<file path="src/rtl/mem_access_ctrl_if.sv">
// Signal bundle between the MEM stage, the memory access controller and the data bus.
// The controller binds the slave modport; the pipeline/bus environment binds master.
interface mem_access_ctrl_if #(
   parameter int ADDR_W = 32,
   parameter int DATA_W = 32
);
   // Handshakes: req_valid is held with op/addr/wdata stable until resp_valid
   // (one-cycle pulse) or flush. data_req is held with wr/size/addr/wdata
   // stable until data_addr_ok is seen in the same cycle. data_data_ok later
   // completes that single accepted transaction, with data_rdata valid alongside.
   logic              req_valid;
   logic [2:0]        req_op;
   logic [ADDR_W-1:0] req_addr;
   logic [DATA_W-1:0] req_wdata;
   logic              flush;
   logic              resp_valid;
   logic [DATA_W-1:0] resp_rdata;
   logic              exc_adel;
   logic              exc_ades;
   logic              stall;
   logic              data_req;
   logic              data_wr;
   logic [1:0]        data_size;
   logic [ADDR_W-1:0] data_addr;
   logic [DATA_W-1:0] data_wdata;
   logic              data_addr_ok;
   logic              data_data_ok;
   logic [DATA_W-1:0] data_rdata;

   modport slave (
      input  req_valid, req_op, req_addr, req_wdata, flush,
      input  data_addr_ok, data_data_ok, data_rdata,
      output resp_valid, resp_rdata, exc_adel, exc_ades, stall,
      output data_req, data_wr, data_size, data_addr, data_wdata
   );

   modport master (
      output req_valid, req_op, req_addr, req_wdata, flush,
      output data_addr_ok, data_data_ok, data_rdata,
      input  resp_valid, resp_rdata, exc_adel, exc_ades, stall,
      input  data_req, data_wr, data_size, data_addr, data_wdata
   );
endinterface

</file>
<file path="src/rtl/mem_access_ctrl.sv">
// MEM-stage load/store sequencer: issues one SRAM-like bus transaction at a time,
// aligns/extends load data, replicates store data and flags misaligned accesses.
module mem_access_ctrl #(
   parameter int ADDR_W = 32,
   parameter int DATA_W = 32
) (
   input  logic             clk,
   input  logic             rst,
   mem_access_ctrl_if.slave bus,
   output logic [2:0]       dbg_state
);

   typedef enum logic [2:0] {
      S_IDLE  = 3'd0,
      S_ADDR  = 3'd1,
      S_DATA  = 3'd2,
      S_RESP  = 3'd3,
      S_DRAIN = 3'd4
   } state_t;

   state_t            state;
   logic [2:0]        op_q;
   logic [ADDR_W-1:0] addr_q;
   logic [DATA_W-1:0] wdata_rep;
   logic [1:0]        req_size;
   logic              req_store;
   logic              req_misaligned;

   function automatic logic [1:0] op_size(input logic [2:0] op);
      case (op)
         3'b000, 3'b001, 3'b101: return 2'd0;
         3'b010, 3'b011, 3'b110: return 2'd1;
         default:                return 2'd2;
      endcase
   endfunction

   function automatic logic [31:0] load_extend(input logic [2:0]  op,
                                               input logic [1:0]  lo,
                                               input logic [31:0] rd);
      logic [7:0]  b;
      logic [15:0] h;
      b = rd[{lo, 3'b000} +: 8];
      h = rd[{lo[1], 4'b0000} +: 16];
      case (op)
         3'b000:  return {{24{b[7]}}, b};
         3'b001:  return {24'h0, b};
         3'b010:  return {{16{h[15]}}, h};
         3'b011:  return {16'h0, h};
         3'b100:  return rd;
         default: return 32'h0;
      endcase
   endfunction

   always_comb begin
      req_size  = op_size(bus.req_op);
      req_store = bus.req_op[2] & (bus.req_op[1] | bus.req_op[0]);
      req_misaligned = ((req_size == 2'd1) && bus.req_addr[0]) ||
                       ((req_size == 2'd2) && (bus.req_addr[1:0] != 2'b00));
      case (req_size)
         2'd0:    wdata_rep = {4{bus.req_wdata[7:0]}};
         2'd1:    wdata_rep = {2{bus.req_wdata[15:0]}};
         default: wdata_rep = bus.req_wdata;
      endcase
   end

   assign bus.stall     = bus.req_valid & ~bus.resp_valid & ~bus.flush;
   assign bus.data_addr = addr_q;
   assign dbg_state     = state;

   always_ff @(posedge clk or posedge rst) begin
      if (rst) begin
         state          <= S_IDLE;
         op_q           <= 3'b000;
         addr_q         <= '0;
         bus.data_req   <= 1'b0;
         bus.data_wr    <= 1'b0;
         bus.data_size  <= 2'd0;
         bus.data_wdata <= '0;
         bus.resp_valid <= 1'b0;
         bus.resp_rdata <= '0;
         bus.exc_adel   <= 1'b0;
         bus.exc_ades   <= 1'b0;
      end else begin
         case (state)
            S_IDLE: begin
               if (bus.req_valid && !bus.flush) begin
                  op_q           <= bus.req_op;
                  addr_q         <= bus.req_addr;
                  bus.data_wr    <= req_store;
                  bus.data_size  <= req_size;
                  bus.data_wdata <= wdata_rep;
                  if (req_misaligned) begin
                     // Address error completes without ever touching the bus.
                     bus.resp_valid <= 1'b1;
                     bus.resp_rdata <= '0;
                     bus.exc_adel   <= ~req_store;
                     bus.exc_ades   <= req_store;
                     state          <= S_RESP;
                  end else begin
                     bus.data_req <= 1'b1;
                     state        <= S_ADDR;
                  end
               end
            end
            S_ADDR: begin
               if (bus.flush) begin
                  bus.data_req <= 1'b0;
                  state        <= bus.data_addr_ok ? S_DRAIN : S_IDLE;
               end else if (bus.data_addr_ok) begin
                  bus.data_req <= 1'b0;
                  state        <= S_DATA;
               end
            end
            S_DATA: begin
               // A flush coinciding with data_ok has nothing left to drain.
               if (bus.data_data_ok) begin
                  if (bus.flush) begin
                     state <= S_IDLE;
                  end else begin
                     bus.resp_valid <= 1'b1;
                     bus.resp_rdata <= bus.data_wr ? '0 :
                                       load_extend(op_q, addr_q[1:0], bus.data_rdata);
                     state          <= S_RESP;
                  end
               end else if (bus.flush) begin
                  state <= S_DRAIN;
               end
            end
            S_RESP: begin
               bus.resp_valid <= 1'b0;
               bus.resp_rdata <= '0;
               bus.exc_adel   <= 1'b0;
               bus.exc_ades   <= 1'b0;
               state          <= S_IDLE;
            end
            S_DRAIN: begin
               if (bus.data_data_ok) state <= S_IDLE;
            end
            default: state <= S_IDLE;
         endcase
      end
   end

endmodule

</file>
<file path="src/flat_wrapper.sv">
// flat-port wrapper written by rule: the top's interface ports become plain ports
module mem_access_ctrl_flat 
#(
   parameter int ADDR_W = 32,
   parameter int DATA_W = 32
)
  (clk, rst, dbg_state, bus_req_valid, bus_req_op, bus_req_addr, bus_req_wdata, bus_flush, bus_data_addr_ok, bus_data_data_ok, bus_data_rdata, bus_resp_valid, bus_resp_rdata, bus_exc_adel, bus_exc_ades, bus_stall, bus_data_req, bus_data_wr, bus_data_size, bus_data_addr, bus_data_wdata);
  mem_access_ctrl_if #(.ADDR_W(ADDR_W), .DATA_W(DATA_W)) bus_i ();
  input  logic clk;
  input  logic rst;
  output logic [2:0] dbg_state;
  input wire logic [$bits(bus_i.req_valid)-1:0] bus_req_valid;
  input wire logic [$bits(bus_i.req_op)-1:0] bus_req_op;
  input wire logic [$bits(bus_i.req_addr)-1:0] bus_req_addr;
  input wire logic [$bits(bus_i.req_wdata)-1:0] bus_req_wdata;
  input wire logic [$bits(bus_i.flush)-1:0] bus_flush;
  input wire logic [$bits(bus_i.data_addr_ok)-1:0] bus_data_addr_ok;
  input wire logic [$bits(bus_i.data_data_ok)-1:0] bus_data_data_ok;
  input wire logic [$bits(bus_i.data_rdata)-1:0] bus_data_rdata;
  output wire logic [$bits(bus_i.resp_valid)-1:0] bus_resp_valid;
  output wire logic [$bits(bus_i.resp_rdata)-1:0] bus_resp_rdata;
  output wire logic [$bits(bus_i.exc_adel)-1:0] bus_exc_adel;
  output wire logic [$bits(bus_i.exc_ades)-1:0] bus_exc_ades;
  output wire logic [$bits(bus_i.stall)-1:0] bus_stall;
  output wire logic [$bits(bus_i.data_req)-1:0] bus_data_req;
  output wire logic [$bits(bus_i.data_wr)-1:0] bus_data_wr;
  output wire logic [$bits(bus_i.data_size)-1:0] bus_data_size;
  output wire logic [$bits(bus_i.data_addr)-1:0] bus_data_addr;
  output wire logic [$bits(bus_i.data_wdata)-1:0] bus_data_wdata;
  assign bus_i.req_valid = bus_req_valid;
  assign bus_i.req_op = bus_req_op;
  assign bus_i.req_addr = bus_req_addr;
  assign bus_i.req_wdata = bus_req_wdata;
  assign bus_i.flush = bus_flush;
  assign bus_i.data_addr_ok = bus_data_addr_ok;
  assign bus_i.data_data_ok = bus_data_data_ok;
  assign bus_i.data_rdata = bus_data_rdata;
  assign bus_resp_valid = bus_i.resp_valid;
  assign bus_resp_rdata = bus_i.resp_rdata;
  assign bus_exc_adel = bus_i.exc_adel;
  assign bus_exc_ades = bus_i.exc_ades;
  assign bus_stall = bus_i.stall;
  assign bus_data_req = bus_i.data_req;
  assign bus_data_wr = bus_i.data_wr;
  assign bus_data_size = bus_i.data_size;
  assign bus_data_addr = bus_i.data_addr;
  assign bus_data_wdata = bus_i.data_wdata;
  mem_access_ctrl #(.ADDR_W(ADDR_W), .DATA_W(DATA_W)) u_core (.clk(clk), .rst(rst), .bus(bus_i), .dbg_state(dbg_state));
endmodule
</file>
<file path="config.mk">
export PLATFORM = sky130hd
export DESIGN_NAME = mem_access_ctrl_flat
export DESIGN_NICKNAME = d
export VERILOG_FILES = /design/src/rtl/mem_access_ctrl_if.sv /design/src/rtl/mem_access_ctrl.sv /design/src/flat_wrapper.sv
export SDC_FILE = /design/constraint.sdc
export NUM_CORES = 1
export LEC_CHECK = 0
export ABC_CLOCK_PERIOD_IN_PS = 5000
export BUFFER_PORTS_ARGS = -buffer_cell sky130_fd_sc_hd__buf_2
export CAP_MARGIN = 10
export CORE_ASPECT_RATIO = 0.5
export CORE_MARGIN = 5
export CORE_UTILIZATION = 30
export CTS_CLUSTER_SIZE = 25
export DETAILED_ROUTE_END_ITERATION = 10
export MAX_ROUTING_LAYER = met4
export SYNTH_ARGS = -nofsm -noshare
export SYNTH_HDL_FRONTEND = slang
export SYNTH_SLANG_ARGS = --single-unit
</file>
<file path="constraint.sdc">
create_clock -name clk -period 5 [get_ports clk]
set_input_delay 0 -clock clk [delete_from_list [all_inputs] [get_ports clk]]
set_output_delay 0 -clock clk [all_outputs]
set_load 0.02 [all_outputs]
</file>
## Word level (Yosys, flattened, before mapping)

Cells that the tools add are included.

- Register bits after elaboration: 109
- Latch bits: 0
- Memory bits (writable): 0
- Bits in read-only memories: 0
- Bits of input ports: 105
- Output and inout bits: 107
- Memories kept: 0

- Add/subtract/negate cells: 0
- Multipliers: 0
- Div/mod/pow operators: 0
- Order comparisons: 0
- Equality and inequality tests: 23
- Shift operators: 2
- Mux-type cells: 35
- Bitwise operators: 7
- Reductions and logical operators: 20

Operator list:

| operator | number |
|---|---|
| two-way mux 32 bit | 5 |
| one-hot mux 32 bit (5 select lines) | 1 |
| one-hot mux 32 bit (3 select lines) | 1 |
| one-hot mux 32 bit (2 select lines) | 1 |
| variable part select 32 x 6 -> 16 bit | 1 |
| variable part select 32 x 6 -> 8 bit | 1 |
| two-way mux 3 bit | 7 |
| == test 3 x 2 -> 1 bit (second input constant) | 6 |
| == test 3 bit (second input constant) | 4 |
| two-way mux 1 bit | 12 |
| one-hot mux 3 bit (4 select lines) | 1 |
| == test 3 x 1 -> 1 bit (second input constant) | 3 |
| zero test 3 bit | 3 |
| inequality test 2 bit (second input constant) | 4 |
| AND reduction 4 bit | 2 |
| inequality test 3 bit (second input constant) | 2 |
| one-hot mux 1 bit (2 select lines) | 3 |
| nonzero test 2 bit | 3 |
| OR reduction 3 bit | 2 |
| AND reduction 5 bit | 1 |
| two-way mux 2 bit | 2 |
| inequality test 2 x 1 -> 1 bit (second input constant) | 2 |
| one-hot mux 2 bit (2 select lines) | 1 |
| AND 1 bit | 3 |
| other kinds (12) | 16 |

## Depth between registers and ports, before layout

Gate-level depths: netlist (run 1).

- Depth in word-level cells: 9
- Mapped depth: 7
- Depth with buffers taken out: 5

## Least setup slack after synthesis (run 1)

OpenSTA, ideal clock, no wires.

- Kind: register to register
- From: register u_core.addr_q[1], in the netlist u_core.bus.data_addr[1]
- To: register u_core.bus.resp_rdata[16]
- Library setup time: 78 ps
- Data arrival time: 1661 ps
- Data required time: 4922 ps
- Path slack: 3261 ps
- Stages on the path, launching flop included: 7
- Cells stage by stage: dfrtp_1 > mux2_2 > nor2_1 > a2111oi_4 > buf_4 > a21oi_1 > o2bb2ai_1

- Word-level cells in the longest chain between the ends: 6
- Elaborated cells on any way between the ends: 7
- Classes of those cells: shift: 2; mux: 5

RTL lines:

| what | RTL line | RTL |
|---|---|---|
| start: declaration | mem_access_ctrl.sv:23 | `logic [ADDR_W-1:0] addr_q;` |
| start signal: assignment | mem_access_ctrl.sv:88 | `addr_q <= bus.req_addr;` |
| variable part select 32 x 6 -> 16 bit or variable part select 32 x 6 -> 8 bit (tied branches) | mem_access_ctrl.sv:43, mem_access_ctrl.sv:42 |  |
| one-hot mux 32 bit (5 select lines) * | mem_access_ctrl.sv:44 | `case (op)` |
| two-way mux 32 bit * | mem_access_ctrl.sv:121 | `bus.resp_rdata <= bus.data_wr ? '0 :` |
| two-way mux 32 bit * | mem_access_ctrl.sv:117 | `if (bus.flush) begin` |
| two-way mux 32 bit * | mem_access_ctrl.sv:116 | `if (bus.data_data_ok) begin` |
| one-hot mux 32 bit (3 select lines) * | mem_access_ctrl.sv:84 | `case (state)` |
| end signal: assignment | mem_access_ctrl.sv:121 |  |
| end: declaration | mem_access_ctrl_if.sv:33 | `output resp_valid, resp_rdata, exc_adel, exc_ades, stall,` |

Every way passes the cells marked *; elsewhere a longest branch is shown, timed or not. The select of a mux whose other input is x is not followed.
A chain may end at the register's enable or synchronous reset.

## Worst setup path after layout (run 1)

- From: register u_core.addr_q[1], in the netlist u_core.bus.data_addr[1]
- To: register u_core.bus.resp_rdata[12]

The elaborated chain is that of the path after synthesis.

==> results, run 1 <==
- Clock-pin slew was measured on the worst setup and hold paths at 0.08 ns.
- The worst clock skew on the final layout is 0.007674 ns.
- By startpoint and endpoint, the worst setup path is classified as flop to flop.
- The overall overflow remaining after global route is 0.
- The clock period could shrink to 2.659 ns.
- Synthesis produced 599 cells.
- The number of clock buffers added by TritonCTS is 9.
- The maximum buffer depth of the clock tree is 2.
- In this run, synthesis produced a sequential element count of 109.
- The worst slew margin relative to its limit is 29.34%.
- Dividing total power by cell area gives a power density of 532.2 mW/mm2.
- For this run, design rule violations remaining after detail routing come to 0.
- The share of synthesized area occupied by flip-flops and latches is 51.25%.
- Detailed placement finished with a half-perimeter wire length of 12570 um.
- The number of top-level pins is 212.
- The total vias in the final route is 5392.
- The TritonCTS sink count is 109.
- The quantity of I/O buffers inserted on ports is 211.
- The fill cell instance count of the final layout is 1693.
- The die width is 198.4 um.
- Across the VDD grid, the largest voltage drop is 179.8 uV.
- The worst setup path is launched from a flop.
- The number of nets at the end of the flow is 970.
- The first routing iteration left 285 violations.
- The initial antenna violation count is 2.
- The flow ran to the end, and the final reports show no timing, DRC or antenna violations.
- The first global-routing pass estimated 29760 um of wire.
- The critical path goes through mux2i_1, or2_1, a2111oi_4, a221oi_1, dlygate4sd3_1, o2bb2ai_1.
- The wire length reported by the detailed router is 18410 um.
- The congestion estimate from routability-driven global placement came to 0.8440.
- The number of resized instances in the post-cts repair step is 0.
- The initial core utilization is 30.59%.
- The synthesized design spends more area on one cell type than any other, namely dfrtp_1.
- The number of setup violations in the final report is 0.
- The die covers 0.02067 mm2.
- The count of H-tree levels built during CTS is 3.
- In the final layout, the share of cells above drive strength 1 is 27.73%.
- The die outline height is 104.2 um.
- The number of failing hold endpoints at the final stage is 0.
- Before antenna repair, the detailed router went through 4 iterations.
- On the critical path, the stage with the largest delay is an instance of dfrtp_1.
- The total area inside the core boundary comes to 0.01740 mm2.
- The share of the cycle needed by the critical path after routing is 53.18%.
- Entering global routing, the biggest net connects 96 pins.
- The netlist uses 38 different library cells.
- The path type of the worst min-delay path is input port to flop.
- Sorting the synthesized cells by area gives the leading types as dfrtp_1 51%, nand2_1 12%, a21oi_1 5.3%.
- Dividing the detail-routed wire length by the instance count gives 16.66 um.
- Dividing the detail-routed via count by the number of cells gives 4.880.
- For the worst-skew pair, the clock arrives at the later sink with an insertion delay of 0.35 ns.
- The synthesized design contains 0 enable-type register cells.
- The yosys synthesis warning count is 0.
- The analysis attributes to cell leakage a power of 3.887 nW.
- The number of pins with negative max-slew slack in the final report was 0.
- Max-cap violations in this run came to 0.
- The number of nets handed over by synthesis was 704.
- The most instantiated flip-flop cell in the synthesis netlist is dfrtp_1.
- The arrival time reported for the critical path endpoint is 2.93 ns.
- For this run, the top clock speed supported by timing is 0.3761 GHz.
- The aggregate negative setup slack is 0 ns.
- The area fraction of the dominant cell type after synthesis is 51.25%.
- The endpoint required time on the critical path is 5.27 ns.
- Setup repair after global routing left no endpoint under its margin.
- Hold timing on the final database bottoms out at a slack of 0.01848 ns.
- The mapped cell area is 0.005323 mm2.
- The total routing usage reported by global routing is 18.22%.
- Yosys instantiated no cell more often than nand2_1.
- The biggest fanout along the worst timing path is 15.
- The average size of a mapped cell is 8.886 um2.
- The cell sitting at the root of the clock tree is a clkbuf_16.
- In this design, the stage delay of the slowest critical-path cell is 0.63 ns.
- The floorplan has 34 rows.
- The area growth from synthesis to layout is 44.36%.
- The residual antenna-violating net count after detailed routing is 0.
- The via count of the first global-routing pass came to 5566.
- The slew of the pin with the lowest slew margin is 1.056 ns.
- Ranked by instance count, the synthesized netlist is headed by 169 x nand2_1, 109 x dfrtp_1, 56 x a21oi_1, 32 x o2bb2ai_1, 31 x clkbuf_1.
- The worst setup path is captured at a flop.
- For this run, asynchronously set or reset flops after synthesis account for 100.0%.
- TritonCTS built the clock tree.
==> registers in the layout, indices dropped and copies added, names as in the netlist <==
name,count
u_core.bus.resp_valid,1
u_core.bus.resp_rdata,32
u_core.bus.data_size,2
u_core.bus.exc_ades,1
u_core.op_q,3
u_core.bus.data_addr,32
u_core.bus.data_wdata,32
u_core.bus.data_wr,1
u_core.dbg_state,3
u_core.bus.exc_adel,1
u_core.bus.data_req,1
==> per-layer routing <==
metal / wire length (um) / up-vias / GRT usage (%)
met5: 0 / - / -
met4: 544 / 0 / 6.778
li1: - / 2618 / -
met2: 9103 / 154 / 30.50
met3: 1136 / 42 / 4.272
met1: 7620 / 2578 / 21.43
==> final timing paths <==
check | from | end | slack (ns) | depth (start not counted)
max | u_core.bus.data_addr[1] | u_core.bus.resp_rdata[12] | 2.34 | 6
min | bus_data_rdata[30] | u_core.bus.resp_rdata[14] | 0.02 | 3
max reg2reg | u_core.bus.data_addr[1] | u_core.bus.resp_rdata[12] | 2.34 | 6
min reg2reg | u_core.bus.data_size[0] | u_core.bus.data_size[0] | 0.47 | 2
max in group asynchronous | rst | u_core.op_q[0] | 3.46 | 4
min in group asynchronous | rst | u_core.bus.resp_rdata[2] | 0.29 | 3
==> worst max-delay path: cells and delay by family (launching register included) <==
| kind | cells | cell delay, ns |
|---|---|---|
| AOI/OAI and AO/OA | 3 | 0.83 |
| and+or+nand+nor | 1 | 0.29 |
| DFF | 1 | 0.63 |
| muxes | 1 | 0.24 |
| buffers and inverters | 1 | 0.60 |
==> where the power goes <==
| group | switching [mW] | internal, mW |
|---|---|---|
| clock network | 0.343 | 0.340 |
| logic | 1.21 | 0.692 |
| registers | 0.271 | 1.24 |
| total | 1.82 | 2.27 |
==> placed cells by master (no fill, tap or decap), types with 3 or more instances in the layout <==
master,instances
a211oi_1,9
a21o_1,11
a21oi_1,56
a221oi_1,11
a31oi_1,4
buf_2,211
buf_4,4
clkbuf_16,9
dfrtp_1,109
dlygate4sd3_1,85
inv_1,10
mux2i_1,10
nand2_1,169
nand3_1,15
nand3b_1,10
nor2_1,25
nor2b_1,6
nor3b_1,11
o21a_1,3
o21ai_0,29
o22ai_1,8
o2bb2ai_1,32
==> metrics by stage <==
stage	total power [mW]	instance area (um2)	util (%)	cells	setup slack (ns)
after floorplan	2.687	5323	-	599	2.126
after detailed placement	3.375	6555	37.67	1003	2.392
after global routing	4.378	7684	44.16	1105	2.125
after global placement	3.340	6555	37.67	1003	2.419
final	4.089	7684	44.16	1105	2.341
after CTS	4.135	7679	44.13	1103	2.342
==> logic make-up after synthesis <==
kind of cell | Yosys count | synth area share [%]
mux | 12 | 2.304
compound gates | 171 | 21.74
xor+xnor | 1 | 0.1646
flops | 109 | 51.25
simple gates | 250 | 20.45
buf+inv | 56 | 4.090
==> final cells by class <==
| cell class | instances | area (um2) | share of cell area [%] |
|---|---|---|---|
| clock inverters | 6 | 47.55 | 0.6188 |
| diodes | 2 | 5.005 | 0.06514 |
| inverters | 11 | 43.79 | 0.5699 |
| well taps | 234 | 292.8 | 3.810 |
| flip-flops and latches | 109 | 2728 | 35.50 |
| repair buffers | 300 | 1937 | 25.21 |
| multi-input cells | 434 | 2405 | 31.30 |
| clock buffers | 9 | 225.2 | 2.931 |
==> timing repair <==
item / 4_1_cts / 5_1_grt
buffers inserted: 0 / 0
hold endpoints to repair: 133 / 0
hold buffers: 85 / 0
(Power assumes the default switching activity.)
==> inputs of run 2 (changes only) <==
--- a/config.mk
+++ b/config.mk
@@ -5,7 +5,7 @@
 export SDC_FILE = /design/constraint.sdc
 export NUM_CORES = 1
 export LEC_CHECK = 0
-export ABC_CLOCK_PERIOD_IN_PS = 5000
+export ABC_CLOCK_PERIOD_IN_PS = 2670
 export BUFFER_PORTS_ARGS = -buffer_cell sky130_fd_sc_hd__buf_2
 export CAP_MARGIN = 10
 export CORE_ASPECT_RATIO = 0.5
==> constraint.sdc (replaced) <==
create_clock -name clk -period 2.67 [get_ports clk]
set_input_delay 0 -clock clk [delete_from_list [all_inputs] [get_ports clk]]
set_output_delay 0 -clock clk [all_outputs]
set_load 0.02 [all_outputs]
==> run 2 against run 1 <==
  * Register-to-register slack worse by 2.1 ns
  * Count of clock-buffer cells in the layout up 1
  * Setup slack got worse by 2.1 ns
  * Routed wire length increased by 1.1%
  * Clock power is 100% higher
  * Largest power group unchanged
==> results, run 2 (same netlist as run 1, synthesis figures left out) <==
- Derived from the worst setup path, the maximum achievable clock frequency is 0.4059 GHz.
- The via count of the first global-routing pass came to 5548.
- Routability-driven placement finished with a final weighted congestion of 0.8679.
- The number of setup violations in the final report is 0.
- The worst register-to-register path begins at u_core.bus.data_addr[1].
- Power comes to 7.861 mW.
- The delay of the slowest cell on the worst path is 0.61 ns.
- The number of cells in the finished layout apart from fillers is 1115.
- The worst path in the final design needs a cycle of 2.464 ns, including I/O delays and setup.
- The worst slew margin relative to its limit is 38.95%.
- The cell family contributing the most delay on the critical path is buffers and inverters.
- Summed over all failing endpoints, the final setup total negative slack is 0 ns.
- The net count of the finished layout is 981.
- The tree is rooted in a clkbuf_16.
- The residual antenna-violating net count after detailed routing is 0.
- At the pin with the least slew margin, the transition time is 0.9157 ns.
- The die is 198.4 um wide.
- The total routing usage reported by global routing is 18.11%.
- Summed over all nets, the switching power comes to 3.429 mW.
- The worst slack after detailed placement is 0.5342 ns.
- The final non-filler cell area is 0.007830 mm2.
- The share of final-layout standard cells stronger than drive strength 1 is 28.49%.
- The tool flagged a number of max-cap violations equal to 0.
- For the worst setup path, the data arrival time is 2.74 ns.
- The slowest library cell on the worst path is dfrtp_1.
- The number of failing hold endpoints at the final stage was 0.
- The library cells used most frequently in the layout, excluding fill and tap cells, are 211 x buf_2, 169 x nand2_1, 109 x dfrtp_1, 86 x dlygate4sd3_1, 56 x a21oi_1.
- The instance count after placement with tap cells included is 1012.
- The maximum buffer depth of the clock tree is 2.
- Across all layers, the routed design uses 5413 vias.
- The wire length reported by the detailed router is 18610 um.
- The power density over the cells is 1004 mW/mm2.
- The worst hold path belongs to the class input port to flop.
- The die covers 0.02067 mm2.
- The violation count after the first detailed-route iteration is 239.
- 0 antenna diodes ended up in the layout.
- The length of the first detailed-routing pass in iterations is 5.
- Entering global routing, the biggest net connects 58 pins.
- The portion of total power attributed to sequential cells is 35.4%.
- The wire length per cell after detailed routing is 16.69 um.
- Detailed placement ended at an HPWL of 13050 um.
- The overall overflow remaining after global route is 0.
- Setup repair after global routing left no endpoint under its margin.
- The endpoint identified for the worst register-to-register timing path is u_core.bus.resp_rdata[12].
- The internal power of the cells totals 4.432 mW.
- The post-route core utilization is 45.00%.
- The worst path uses 92.27% of the clock period.
- The area growth from synthesis to layout is 47.11%.
- The setup slack of the critical path after layout is 0.2063 ns.
- The post-CTS clock slew at the launch and capture registers of the worst setup and hold paths is 0.08 ns.
- The number of resized instances in the post-cts repair step is 0.
- The worst setup path is captured at a flop.
- In this run the most critical hold path is launched from bus_data_rdata[24].
- Together, buffers and inverters on the worst path number 2.
- The TritonCTS buffer count is 9.
- The number of cell instances on the worst register-to-register path is 7.
- The critical path runs through a total of 7 cells.
- Walking the worst path, the cells encountered are mux2i_1, or2_1, a2111oi_4, buf_4, a221oi_1, dlygate4sd3_1, o2bb2ai_1.
- The fill cell instance count of the final layout is 1666.
- The initial antenna violation count is 0.
- The leakage power summed over all cells is 3.960 nW.
- The worst setup path is launched from a flop.
- The placed instance area is 0.006661 mm2.
- Of all nets on the critical path, the largest fanout is 15.
- The number of placement rows is 34.
- The count of H-tree levels built during CTS is 3.
- TritonCTS built the clock tree.
- The endpoint required time on the critical path is 2.95 ns.
- In this run the vertical extent of the chip is 104.2 um.
- The number of pins with negative max-slew slack in the final report is 0.
- The run finished with clean final reports.
- Final hold analysis gives a worst-case slack of 0.008073 ns.
- The most common library cell in the layout ignoring fill and taps is buf_2.
- The clock network latency to the later pin of the worst-skew pair is 0.35 ns.
- The via density per instance is 4.855.
- Combinational logic burns 47.1% of the power.
- The quantity of I/O buffers inserted on ports is 211.
- The portion of total power attributed to the clock network is 17.5%.
- Of the total power, the share spent switching nets is 43.62%.
- Once the floorplan was initialized, standard cells occupied 30.59% of the core.
- Across the routed clock network, the largest skew measured is 0.01287 ns.
- The register-to-register path setup slack is 0.21 ns.
- The setup path with the least slack is of type flop to flop.
- The maximum ir drop on the vdd rail is 342.8 uV.
- The TritonCTS sink count is 109.
- The launching element of the worst setup path is u_core.bus.data_addr[1].
- 212 I/O pins were placed.
- In the routed design, unresolved DRC markers number 0.
- The first global-routing pass estimated 29470 um of wire.
- The number of cells traversed by the worst hold path is 3.
- The core footprint is 0.01740 mm2.
- Following the worst setup path forward leads to its endpoint at u_core.bus.resp_rdata[12].
==> run 2: cell count changes in the layout (fill, tap and decap cells not counted), sizes merged <==
cell	change
clkinvlp	+1
dlygate4sd3	+1
buf	+10
clkinv	-1
diode	-2
inv	-1
clkbuf	+1
bufinv	+1
==> run 2: worst min path at each step <==
stage                                endpoint
global placement     u_core.bus.resp_rdata[4]
global route         u_core.bus.resp_rdata[9]
detailed placement   u_core.bus.resp_rdata[4]
CTS                 u_core.bus.resp_rdata[24]
floorplan                 u_core.dbg_state[2]
finish              u_core.bus.resp_rdata[24]
==> run 2: layer usage <==
metal	share of wire (%)	global-route usage [%]
met1	41	21.56
met2	50	30.47
met3	6.3	4.175
met4	2.4	5.894
met5	0	-
==> run 2: worst register-to-register path: stages (launching register included) <==
cell           delay (ns)
dfrtp_1              0.61
mux2i_1              0.23
or2_1                0.29
a2111oi_4            0.31
buf_4                0.21
a221oi_1             0.06
dlygate4sd3_1        0.58
o2bb2ai_1            0.12
==> run 2: power by group through the flow <==
stage               sequential (mW)  clock [mW]  combinational (mW)
floorplan                      3.53           0                1.50
global placement               2.79           0                3.52
detailed placement             2.81           0                3.56
CTS                            2.78        1.42                3.74
global route                   2.86        1.48                4.04
finish                         2.78        1.38                3.70
==> run 2: timing repair <==
item | CTS | global route
hold endpoints to repair | 95 | 0
buffers inserted | 0 | 1
hold buffers | 86 | 0
setup endpoints to repair | 0 | 4
==> run 2: area by class of cell <==
type                            count  area [um2]  share of cell area [%]
Sequential cell                   109        2728                   34.84
Timing Repair Buffer              311        2059                   26.30
Inverter                           11       45.04                  0.5753
Multi-Input combinational cell    434        2405                   30.71
Clock inverter                      6       71.32                  0.9108
Clock buffer                       10       229.0                   2.924
Tap cell                          234       292.8                   3.739
==> inputs of run 3 (changes only) <==
--- a/config.mk
+++ b/config.mk
@@ -14,6 +14,7 @@
 export CTS_CLUSTER_SIZE = 25
 export DETAILED_ROUTE_END_ITERATION = 10
 export MAX_ROUTING_LAYER = met4
+export RECOVER_POWER = 50
 export SYNTH_ARGS = -nofsm -noshare
 export SYNTH_HDL_FRONTEND = slang
 export SYNTH_SLANG_ARGS = --single-unit
==> run 3 against run 2 <==
  * Combinational power decreased by 5%
  * Worst hold slack got worse by 0.0026 ns
  * Fmax increased by 0.39%
  * Cell count unchanged
  * Die area unchanged
  * Clock skew about the same
  * Utilization decreased by 0.83 points
  * Design area decreased by 1.9%
  * Total power decreased by 2.0%
  * Routed wire length about the same
  * Critical path type unchanged
  * Largest cell class unchanged
  * Largest power group unchanged
  * Highest routed layer unchanged
==> results, run 3 (same netlist as run 1, synthesis figures left out) <==
- The cell family contributing the most delay on the critical path is buffers and inverters.
- In the finished design, the share of the clock period the worst path needs comes to 91.91%.
- The count of H-tree levels built during CTS is 3.
- The proportion of total power due to net switching is 44.75%.
- The number of pins with negative max-slew slack in the final report is 0.
- The critical path contains buffers and inverters numbering 2 combined.
- For this block, the routed nets add up to 18610 um of wire.
- The setup slack of the critical path after layout is 0.2159 ns.
- In this run the core area contains 34 standard-cell rows.
- For this run, global-route usage on met3 was measured as 4.175%.
- The share of final-layout standard cells stronger than drive strength 1 is 17.14%.
- The number of cells traversed by the worst hold path is 3.
- The smallest hold slack is 0.005439 ns.
- The clock network latency to the later pin of the worst-skew pair is 0.35 ns.
- The initial antenna violation count was 0.
- The worst clock skew on the final layout is 0.01277 ns.
- STA puts the critical path data required time at 2.95 ns.
- The internal power component is 4.258 mW.
- The quantity of I/O buffers inserted on ports is 211.
- The TritonCTS buffer count is 9.
- The worst hold path startpoint is bus_data_rdata[24].
- The count of unresolved DRC violations after routing is 0.
- The number of setup violations in the final report is 0.
- In the final layout, the multi-input gates occupy 0.002405 mm2.
- The clock period minus final worst setup slack is 2.454 ns.
- The aggregate negative setup slack is 0 ns.
- In this run, the number of DRC markers left after iteration 0 of detailed routing was 235.
- The length of the first detailed-routing pass in iterations is 5.
- TritonCTS built the clock tree.
- The core region is 0.01740 mm2.
- The design draws 7.707 mW.
- The tree built by TritonCTS fans out to 109 sinks.
- For this design the total switching power over the nets is 3.449 mW.
- Cells fill 44.17% of the core in the end.
- The min-delay analysis places its worst path in the category input port to flop.
- Detailed placement finished with a half-perimeter wire length of 13050 um.
- The root buffer cell chosen for the clock tree is clkbuf_16.
- Measured against its own limit, the worst slew margin works out to 7.350%.
- The leakage power summed over all cells is 3.596 nW.
- Leaving out fill and tap cells, the most frequent cell in the layout is nand2_1.
- The maximum ir drop on the vdd rail is 340.4 uV.
- The met1 usage is 21.56%.
- The floorplan die area is 0.02067 mm2.
- The delay of the slowest cell on the worst path is 0.60 ns.
- The total overflow left after global routing is 0.
- After detailed routing, the average wire length per cell comes to 16.69 um.
- The most heavily used metal layer in global routing is met2.
- For hold timing, the worst endpoint is u_core.bus.resp_rdata[24].
- Setup repair after global routing left no endpoint under its margin.
- The number of antenna diodes in the final layout is 0.
- The portion of total power attributed to combinational logic is 45.8%.
- The slowest library cell on the worst path is dfrtp_1.
- The biggest fanout along the worst timing path is 15.
- The number of nets at the end of the flow is 981.
- The worst register-to-register path ends at u_core.bus.resp_rdata[14].
- The clock network is responsible for 17.9% of the overall power.
- The maximum clock frequency is 0.4075 GHz.
- The floorplan step set the die width to 198.4 um.
- Measured along the y axis, the die boundary spans 104.2 um.
- The area growth from synthesis to layout is 44.38%.
- Traced cell by cell, the critical path runs through mux2i_1, or2_1, a2111oi_4, buf_4, a221oi_1, dlygate4sd3_1, o2bb2ai_1.
- After clock tree synthesis, the clock-pin slew on the worst setup and hold paths is 0.08 ns.
- 212 I/O pins were placed.
- The path type of the worst setup path is flop to flop.
- The slew of the pin with the lowest slew margin is 1.390 ns.
- Gates resized during post-CTS repair numbered 0.
- The maximum buffer depth of the clock tree is 2.
- The via count of the first global-routing pass is 5548.
- The number of failing hold endpoints at the final stage is 0.
- The endpoint type of the worst setup path is a flop.
- Counting cells, the worst reg-to-reg path comes to 7.
- Registers are responsible for 36.3% of the overall power.
- The worst reg2reg path startpoint is u_core.bus.data_addr[1].
- The sequential cells in the finished layout cover a total of 0.002728 mm2.
- The total routing usage reported by global routing is 18.11%.
- The launching element type of the critical path is a flop.
- The setup check on the worst reg-to-reg path leaves a slack of 0.22 ns.
- The filler cells instantiated in the layout total 1722.
- Once the floorplan was initialized, standard cells occupied 30.59% of the core.
- The flow ran to the end, and the final reports show no timing, DRC or antenna violations.
- The residual antenna-violating net count after detailed routing is 0.
- For the worst setup path, the data arrival time is 2.73 ns.
- After detailed routing, the number of vias per cell comes to 4.892.
- The total vias in the final route is 5455.
- Max-cap violations in this run came to 0.
- Entering global routing, the biggest net connects 58 pins.
- Global routing used 30.47% of the available met2 tracks.
- The first-pass GRT wire length is 29470 um.
- The last weighted congestion value of the routability-driven placer is 0.8679.
- The power density over the cells is 1003 mW/mm2.
- The library cells used most frequently in the layout, excluding fill and tap cells, are 169 x nand2_1, 112 x buf_2, 109 x dfrtp_1, 101 x clkbuf_1, 86 x dlygate4sd3_1.
- The worst slack after detailed placement is 0.5342 ns.
[run 3: power groups by stage]
stage / clock network [mW] / logic [mW] / registers [mW]
floorplan: 0 / 1.50 / 3.53
global placement: 0 / 3.52 / 2.79
detailed placement: 0 / 3.56 / 2.81
CTS: 1.42 / 3.74 / 2.78
global route: 1.48 / 3.87 / 2.88
finish: 1.38 / 3.53 / 2.80
[run 3: tightest hold or removal path, cell delays in order]
cell,delay [ns]
buf_2,0.12
a21oi_1,0.07
o2bb2ai_1,0.12
[run 3: metal layers]
metal	wire length [um]	vias to the layer above
li1	-	2631
met1	7798	2609
met2	9244	177
met3	1121	38
met4	448	0
met5	0	-
[run 3: worst max-delay path by stage]
stage | from | to | slack (ns) | cells past startpoint
2_1_floorplan | u_core.bus.data_addr[1] | u_core.bus.resp_rdata[16] | 0.93 | 6
3_3_place_gp | u_core.bus.data_addr[1] | u_core.bus.resp_rdata[20] | 0.61 | 5
3_5_place_dp | u_core.bus.data_addr[1] | u_core.bus.resp_rdata[24] | 0.53 | 5
4_1_cts | u_core.bus.data_addr[1] | u_core.bus.resp_rdata[12] | 0.03 | 6
5_1_grt | u_core.bus.data_addr[1] | u_core.bus.resp_rdata[14] | 0.04 | 7
6_report | u_core.bus.data_addr[1] | u_core.bus.resp_rdata[14] | 0.22 | 7
[run 3: per-stage QoR]
| stage | area, um2 | instances |
|---|---|---|
| after floorplan | 5326 | 599 |
| after global placement | 6661 | 1012 |
| after detailed placement | 6661 | 1012 |
| after CTS | 7823 | 1114 |
| after global routing | 7685 | 1115 |
| final | 7685 | 1115 |
[run 3: repair_timing]
item | in CTS | in global routing
hold endpoints to repair | 95 | 0
setup buffers | 0 | 1
endpoints found under the setup margin | 0 | 4
hold buffers | 86 | 0
[run 3: cell type report]
class,instances,area share [%]
sequential,109,35.49
timing repair buffer,311,24.94
tap,234,3.810
clock inverter,6,0.9280
clock buffer,10,2.979
multi-input combinational,434,31.29
inverter,11,0.5536
